`src/rtl/rx_frame_decoder.sv`:
```
// rx_frame_decoder: parses SYNC / BCNT / payload[BCNT] frames with ESC
// byte-stuffing from one-cycle byte strobes. Adds an inter-byte timeout,
// length checking and error pulses. Completed payloads go to a double
// buffer behind a random-access read port with an avail/ack handshake.
// Optional feature macro: RX_FRAME_CHECKSUM_EN adds a trailing modulo-256
// checksum byte (sum of BCNT and payload), a CHK state and an err_chk port.
module rx_frame_decoder #(
    parameter int unsigned MAX_BYTES = 16,
    parameter int unsigned TOUT_CYC  = 100,
    parameter logic [7:0]  SYNC_BYTE = 8'h7E,
    parameter logic [7:0]  ESC_BYTE  = 8'hFE
) (
    input  logic       ct_rxclk,
    input  logic       reset,
    input  logic       byte_valid,
    input  logic [7:0] byte_data,
    input  logic [7:0] rd_addr,
    output logic [7:0] rd_data,
    output logic [7:0] frame_len,
    output logic       frame_valid,
    output logic       frame_avail,
    input  logic       frame_ack,
    output logic       busy,
    output logic       err_len,
    output logic       err_tout,
`ifdef RX_FRAME_CHECKSUM_EN
    output logic       err_chk,
`endif
    output logic       err_resync
);

    localparam logic [7:0]  MAX8   = 8'(MAX_BYTES);
    localparam logic [31:0] TOUT32 = 32'(TOUT_CYC);

`ifdef RX_FRAME_CHECKSUM_EN
    typedef enum logic [1:0] {HUNT, BCNT, BODY, CHK} RxStateT;
`else
    typedef enum logic [1:0] {HUNT, BCNT, BODY} RxStateT;
`endif

    RxStateT     state;
    RxStateT     nextState;
    logic        escFlag;
    logic        nextEsc;
    logic [31:0] toutCnt;
    logic [31:0] toutNext;
    logic [7:0]  rxCount;
    logic [7:0]  pendLen;
    logic [7:0]  workBuf [MAX_BYTES];
    logic [7:0]  outBuf  [MAX_BYTES];

    logic        latchLen;
    logic        writeData;
    logic        clearCount;
    logic        doComplete;
    logic        pulseLen;
    logic        pulseResync;
    logic        pulseTout;
`ifdef RX_FRAME_CHECKSUM_EN
    logic [7:0]  sumAcc;
    logic        pulseChk;
`endif

    // State register, escape flag and inter-byte timeout counter
    always_ff @(posedge ct_rxclk or negedge reset) begin
        if (!reset) begin
            state   <= HUNT;
            escFlag <= 1'b0;
            toutCnt <= '0;
        end else begin
            state   <= nextState;
            escFlag <= nextEsc;
            toutCnt <= toutNext;
        end
    end

    // Next-state decode: escape handling first, then SYNC, then per-state data
    always_comb begin
        nextState   = state;
        nextEsc     = escFlag;
        toutNext    = toutCnt;
        latchLen    = 1'b0;
        writeData   = 1'b0;
        clearCount  = 1'b0;
        doComplete  = 1'b0;
        pulseLen    = 1'b0;
        pulseResync = 1'b0;
        pulseTout   = 1'b0;
`ifdef RX_FRAME_CHECKSUM_EN
        pulseChk    = 1'b0;
`endif
        if (byte_valid) begin
            toutNext = '0;
            if (!escFlag && byte_data == ESC_BYTE) begin
                nextEsc = 1'b1;
            end else if (!escFlag && byte_data == SYNC_BYTE) begin
                nextState   = BCNT;
                clearCount  = 1'b1;
                pulseResync = (state == BCNT) || (state == BODY);
            end else begin
                nextEsc = 1'b0;
                case (state)
                    BCNT: begin
                        if (byte_data == 8'd0 || byte_data > MAX8) begin
                            pulseLen  = 1'b1;
                            nextState = HUNT;
                        end else begin
                            latchLen  = 1'b1;
                            nextState = BODY;
                        end
                    end
                    BODY: begin
                        writeData = 1'b1;
                        if (rxCount + 8'd1 == pendLen) begin
`ifdef RX_FRAME_CHECKSUM_EN
                            nextState = CHK;
`else
                            doComplete = 1'b1;
                            nextState  = HUNT;
`endif
                        end
                    end
`ifdef RX_FRAME_CHECKSUM_EN
                    CHK: begin
                        if (byte_data == sumAcc) begin
                            doComplete = 1'b1;
                        end else begin
                            pulseChk = 1'b1;
                        end
                        nextState = HUNT;
                    end
`endif
                    default: ;
                endcase
            end
        end else if (state != HUNT) begin
            if (toutCnt + 32'd1 == TOUT32) begin
                pulseTout = 1'b1;
                nextState = HUNT;
                toutNext  = '0;
            end else begin
                toutNext = toutCnt + 32'd1;
            end
        end else begin
            toutNext = '0;
        end
        if (nextState == HUNT && state != HUNT) begin
            nextEsc = 1'b0;
        end
    end

    // Working side: receive count, pending length, running sum and payload capture
    always_ff @(posedge ct_rxclk or negedge reset) begin
        if (!reset) begin
            rxCount <= '0;
            pendLen <= '0;
`ifdef RX_FRAME_CHECKSUM_EN
            sumAcc  <= '0;
`endif
            for (int i = 0; i < int'(MAX_BYTES); i++) begin
                workBuf[i] <= '0;
            end
        end else begin
            if (clearCount) begin
                rxCount <= '0;
            end else if (writeData) begin
                rxCount <= rxCount + 8'd1;
            end
            if (latchLen) begin
                pendLen <= byte_data;
            end
`ifdef RX_FRAME_CHECKSUM_EN
            if (latchLen) begin
                sumAcc <= byte_data;
            end else if (writeData) begin
                sumAcc <= sumAcc + byte_data;
            end
`endif
            if (writeData) begin
                for (int i = 0; i < int'(MAX_BYTES); i++) begin
                    if (8'(i) == rxCount) begin
                        workBuf[i] <= byte_data;
                    end
                end
            end
        end
    end

    // Output side: publish the finished payload (final byte merged in) and drive pulses
    always_ff @(posedge ct_rxclk or negedge reset) begin
        if (!reset) begin
            frame_len   <= '0;
            frame_valid <= 1'b0;
            frame_avail <= 1'b0;
            err_len     <= 1'b0;
            err_tout    <= 1'b0;
            err_resync  <= 1'b0;
`ifdef RX_FRAME_CHECKSUM_EN
            err_chk     <= 1'b0;
`endif
            for (int i = 0; i < int'(MAX_BYTES); i++) begin
                outBuf[i] <= '0;
            end
        end else begin
            frame_valid <= doComplete;
            err_len     <= pulseLen;
            err_tout    <= pulseTout;
            err_resync  <= pulseResync;
`ifdef RX_FRAME_CHECKSUM_EN
            err_chk     <= pulseChk;
`endif
            if (doComplete) begin
                frame_len <= pendLen;
                for (int i = 0; i < int'(MAX_BYTES); i++) begin
                    outBuf[i] <= (writeData && 8'(i) == rxCount) ? byte_data : workBuf[i];
                end
            end
            if (doComplete) begin
                frame_avail <= 1'b1;
            end else if (frame_ack) begin
                frame_avail <= 1'b0;
            end
        end
    end

    assign busy = (state != HUNT);

    // Random-access read of the published payload; zero beyond the frame length
    always_comb begin
        rd_data = 8'h00;
        for (int i = 0; i < int'(MAX_BYTES); i++) begin
            if (rd_addr == 8'(i) && rd_addr < frame_len) begin
                rd_data = outBuf[i];
            end
        end
    end

endmodule

```
`config.mk`:
```
export PLATFORM = sky130hd
export DESIGN_NAME = rx_frame_decoder
export DESIGN_NICKNAME = d
export VERILOG_FILES = /design/src/rtl/rx_frame_decoder.sv
export SDC_FILE = /design/constraint.sdc
export NUM_CORES = 1
export LEC_CHECK = 0
export ABC_AREA = 1
export BUFFER_PORTS_ARGS = -buffer_cell sky130_fd_sc_hd__clkbuf_2
export CAP_MARGIN = 20
export CORE_ASPECT_RATIO = 1.25
export CORE_UTILIZATION = 28
export DETAILED_ROUTE_END_ITERATION = 10
export GPL_TIMING_DRIVEN = 0
export PLACE_DENSITY = 0.54
export SETUP_SLACK_MARGIN = 0.2
export SYNTH_ARGS = -nofsm -noshare
export SYNTH_HDL_FRONTEND = slang
export SYNTH_SLANG_ARGS = --single-unit
export TNS_END_PERCENT = 100
```
`constraint.sdc`:
```
create_clock -name ct_rxclk -period 3.1 [get_ports ct_rxclk]
set_clock_uncertainty 0.2 [all_clocks]
set_input_delay 0.62 -clock ct_rxclk [delete_from_list [all_inputs] [get_ports ct_rxclk]]
set_output_delay 0.62 -clock ct_rxclk [all_outputs]
set_load 0.01 [all_outputs]
```
==> impl_metrics.csv <==
group,metric,value,unit
setup_path,worst_ep_required_time,2.28,ns
synth,yosysWarnings,0,
layout,layout_commonest_cell,"sky130_fd_sc_hd__nand2_1",
synth,synthesized_area_fraction_occupied_by_and_or_nand_nor_cells,26.9,%
sta,worst_slack,-0.929,ns
synth,synthMuxAreaShare,0,%
synth,synth_compound_gate_area_share,7.94,%
sta,fmaxAchievable,248,MHz
synth,synth-seq-cells,320,
setup_path,rrSetupSlack,0.35,ns
route,route.detailed.wl_per_inst,17.9,um
clock_network,number_of_clock_buffers_inserted_by_tritoncts,36,
synth,synthFlopType,"sky130_fd_sc_hd__dfrtp_1",
setup_path,worst_r2r_path_depth,12,
setup_path,worstReg2RegStart,"rxCount[0]",
clock_network,clock_tree.htree_level_count,2,
placement,routabilityCongestion,0.891,
synth,netlist-cell-type-count,40,
power,ir_worst_vdd,0.323,mV
route,drc,0,
clock_network,path_clk_slew,0.06,ns
synth,synth_top_cell_by_area,"sky130_fd_sc_hd__dfrtp_1",
die,die-height,256,um
min_path,holdPathEnd,"frame_avail",
die,die_w,205,um
route,routed_via_density,4.70,
sta,worst-slew-pin-transition,1.17,ns
die,core_area,0.0508,mm2
sta,hold_viol,0,
synth,synthesis.area,0.0145,mm2
clock_network,clockBufferDepth,3,
min_path,holdCritPathClass,"input pin to register",
grt,globalRouteTotalUtil,17.7,%
layout,most-common-layout-cells,"sky130_fd_sc_hd__nand2_1, sky130_fd_sc_hd__dfrtp_1, sky130_fd_sc_hd__o21ai_0",
layout,nets,1892,
layout,drive_gt1_share,16.1,%
route,dr_total_vias,11900,
placement,place.detailed.hpwl,32300,um
power,power_density_over_the_cells,615,mW/mm2
placement,post_dp_cell_area,0.0158,mm2
layout,diodes,0,
synth,asyncSetResetFlopFracSynth,100,%
route,drt_pass1_iterations,6,
die,fp-row-count,92,
power,cellLeakagePower,8.55,nW
sta,period_minus_slack,4.03,ns
flow_run,maxCapViolations,0,
synth,synth_xor_xnor_area_share,2.24,%
grt,grt_pass1_wl,71000,um
synth,synth_area_per_cell,8.32,um2
setup_path,crit_arrival,3.21,ns
route,dr.first_iter.drc_count,808,
synth,synth_nets,1775,
sta,timing.final.crit_share,130,%
synth,synth-seq-area-share,55.4,%
route,routed_wirelength,45500,um
clock_network,clock_latency_at_the_later_pin_of_the_worst_skew_pair,0.57,ns
synth,netlist.area_leader.share,55.4,%
grt,globalRoute.totalOverflow,0,
synth,post_synth_edffs,0,
placement,placement.io_buffers,40,
layout,postLayoutCellArea,0.0177,mm2
synth,synth_adder_area_share,1.38,%
setup_path,critPathCaptureType,"output port",
grt,pin_count_of_the_biggest_net_entering_global_routing,110,
setup_path,crit_fanout,6,
clock_network,clock_tree_from_tritoncts,"yes",
synth,yosys-top-cells-area,"sky130_fd_sc_hd__dfrtp_1, sky130_fd_sc_hd__nand2_1, sky130_fd_sc_hd__o21ai_0",
sta,grt_setup_unrepaired,"true",
min_path,hold_path.startpoint,"frame_ack",
synth,synthesis.instances,1739,
die,design.die.area,0.0526,mm2
setup_path,timing.rr.end,"outBuf[25]",
setup_path,worst-setup-path-type,"register to output port",
outcome,violations,"setup timing",
sta,final_number_of_setup_violating_endpoints,8,
layout,area_delta_synth_final,22.3,%
route,ant_nets,0,
grt,grt_antenna_before_repair,1,
min_path,holdPathStages,2,
die,effective_utilization_at_floorplan,28.5,%
power,totalPowerFinal,0.0109,W
die,pin_count,42,
setup_path,crit_path_start_kind,"register",
placement,place_ws,-1.25,ns
synth,combinational_family_with_the_most_area_after_synthesis,"simple AND/OR/NAND/NOR gates",
sta,slew_viol_final,0,
clock_network,clock_sink_count,320,
grt,first_global_vias,12000,
clock_network,clockRootBuffer,"sky130_fd_sc_hd__clkbuf_16",
outcome,run_status,"finished with violations",
sta,max-slew-margin-rel,21.9,%
where the power goes:
group | switching (W) | leakage (nW) | internal (W)
logic | 0.00106 | 3.74 | 0.000595
registers | 0.000231 | 4.25 | 0.00476
clock network | 0.00184 | 0.569 | 0.00240
cells in the mapped netlist (8+ instances only):
library cell / count
sky130_fd_sc_hd__buf_2: 32
sky130_fd_sc_hd__a21oi_1: 8
sky130_fd_sc_hd__dfrtp_1: 320
sky130_fd_sc_hd__inv_1: 142
sky130_fd_sc_hd__o21a_1: 25
sky130_fd_sc_hd__nor2_1: 137
sky130_fd_sc_hd__xnor2_1: 10
sky130_fd_sc_hd__o21ai_0: 153
sky130_fd_sc_hd__nand2_1: 638
sky130_fd_sc_hd__xor2_1: 27
sky130_fd_sc_hd__o21ai_1: 16
sky130_fd_sc_hd__nand3_1: 37
sky130_fd_sc_hd__clkbuf_1: 23
sky130_fd_sc_hd__nand4_1: 59
sky130_fd_sc_hd__nor3_1: 33
sky130_fd_sc_hd__ha_1: 16
layer usage:
layer | vias up | track usage, % | share of wire [%]
met1 | 5833 | 22.9 | 44
met5 | - | 0 | 0.031
met4 | 2 | 6.79 | 3.8
met3 | 85 | 2.99 | 4.1
li1 | 5768 | - | -
met2 | 251 | 29.2 | 48
cell families (layout without fill, tap and decap cells):
family / after synthesis / in the layout
adder cells (fa/ha/maj): 16 / 16
AO/OA/AOI/OAI: 213 / 213
AND/OR/NAND/NOR: 937 / 937
XOR/XNOR: 37 / 37
buffers and inverters: 216 / 360
flip-flops: 320 / 320
worst max-delay path, stage by stage (launching register included):
cell,delay (ns)
sky130_fd_sc_hd__dfrtp_1,0.36
sky130_fd_sc_hd__inv_2,0.08
sky130_fd_sc_hd__ha_4,0.28
sky130_fd_sc_hd__a21oi_2,0.04
sky130_fd_sc_hd__o21a_1,0.19
sky130_fd_sc_hd__buf_6,0.15
sky130_fd_sc_hd__nand2_8,0.09
sky130_fd_sc_hd__buf_12,0.12
sky130_fd_sc_hd__nor3_4,0.05
sky130_fd_sc_hd__buf_6,0.14
sky130_fd_sc_hd__nand2_1,0.09
sky130_fd_sc_hd__nand4_1,0.17
sky130_fd_sc_hd__nand2_1,0.13
sky130_fd_sc_hd__nand4_1,0.21
sky130_fd_sc_hd__nor3_2,0.25
sky130_fd_sc_hd__nand4_1,0.12
sky130_fd_sc_hd__clkbuf_2,0.15
flip-flops by register name, summed over array words and instances, names as in the netlist, 2 cells and up:
| signal | flops |
|---|---|
| outBuf | 128 |
| workBuf | 128 |
| toutCnt | 32 |
| frame_len | 8 |
| pendLen | 8 |
| rxCount | 8 |
| state | 2 |
repair_timing:
| item | 4_1_cts | 5_1_grt |
|---|---|---|
| hold buffers | 1 | 0 |
| buffers inserted | 19 | 17 |
| endpoints found under the hold margin | 23 | 0 |
| gates resized for setup | 79 | 73 |
| endpoints found under the setup margin | 181 | 182 |
| pin swaps | 31 | 34 |
cell type report:
type / count / area, um2
fill: 5222 / 33100
sequential: 320 / 8010
multi-input combinational: 1203 / 6070
clock buffer: 48 / 1010
tap: 658 / 823
timing repair buffer: 80 / 609
inverter: 149 / 574
buffer: 66 / 439
clock inverter: 17 / 151
how the worst max path moves through the flow:
stage / from / endpoint / depth (start not counted) / slack [ns]
3_3_place_gp: reset / workBuf[6] / 1 / -5.90
6_report: frame_len[5] / rd_data[3] / 16 / -0.93
5_1_grt: frame_len[5] / rd_data[1] / 18 / -1.15
4_1_cts: frame_len[5] / rd_data[6] / 17 / -0.98
2_1_floorplan: rd_addr[7] / rd_data[3] / 13 / 0.11
3_5_place_dp: rd_addr[7] / rd_data[6] / 15 / -1.25
through the flow:
| stage | hold WS (ns) | util [%] | cells | setup TNS [ns] |
|---|---|---|---|---|
| floorplan | 0.124 | - | 1739 | 0 |
| global placement | 0.257 | 30.9 | 2437 | -1942.25 |
| detailed placement | 0.262 | 31.0 | 2440 | -88.91 |
| CTS | 0.0367 | 34.2 | 2524 | -7.56 |
| global route | 0.0558 | 34.8 | 2541 | -8.38 |
| finish | 0.0651 | 34.8 | 2541 | -7.00 |
No activity file was read; power rests on OpenSTA's default activity.
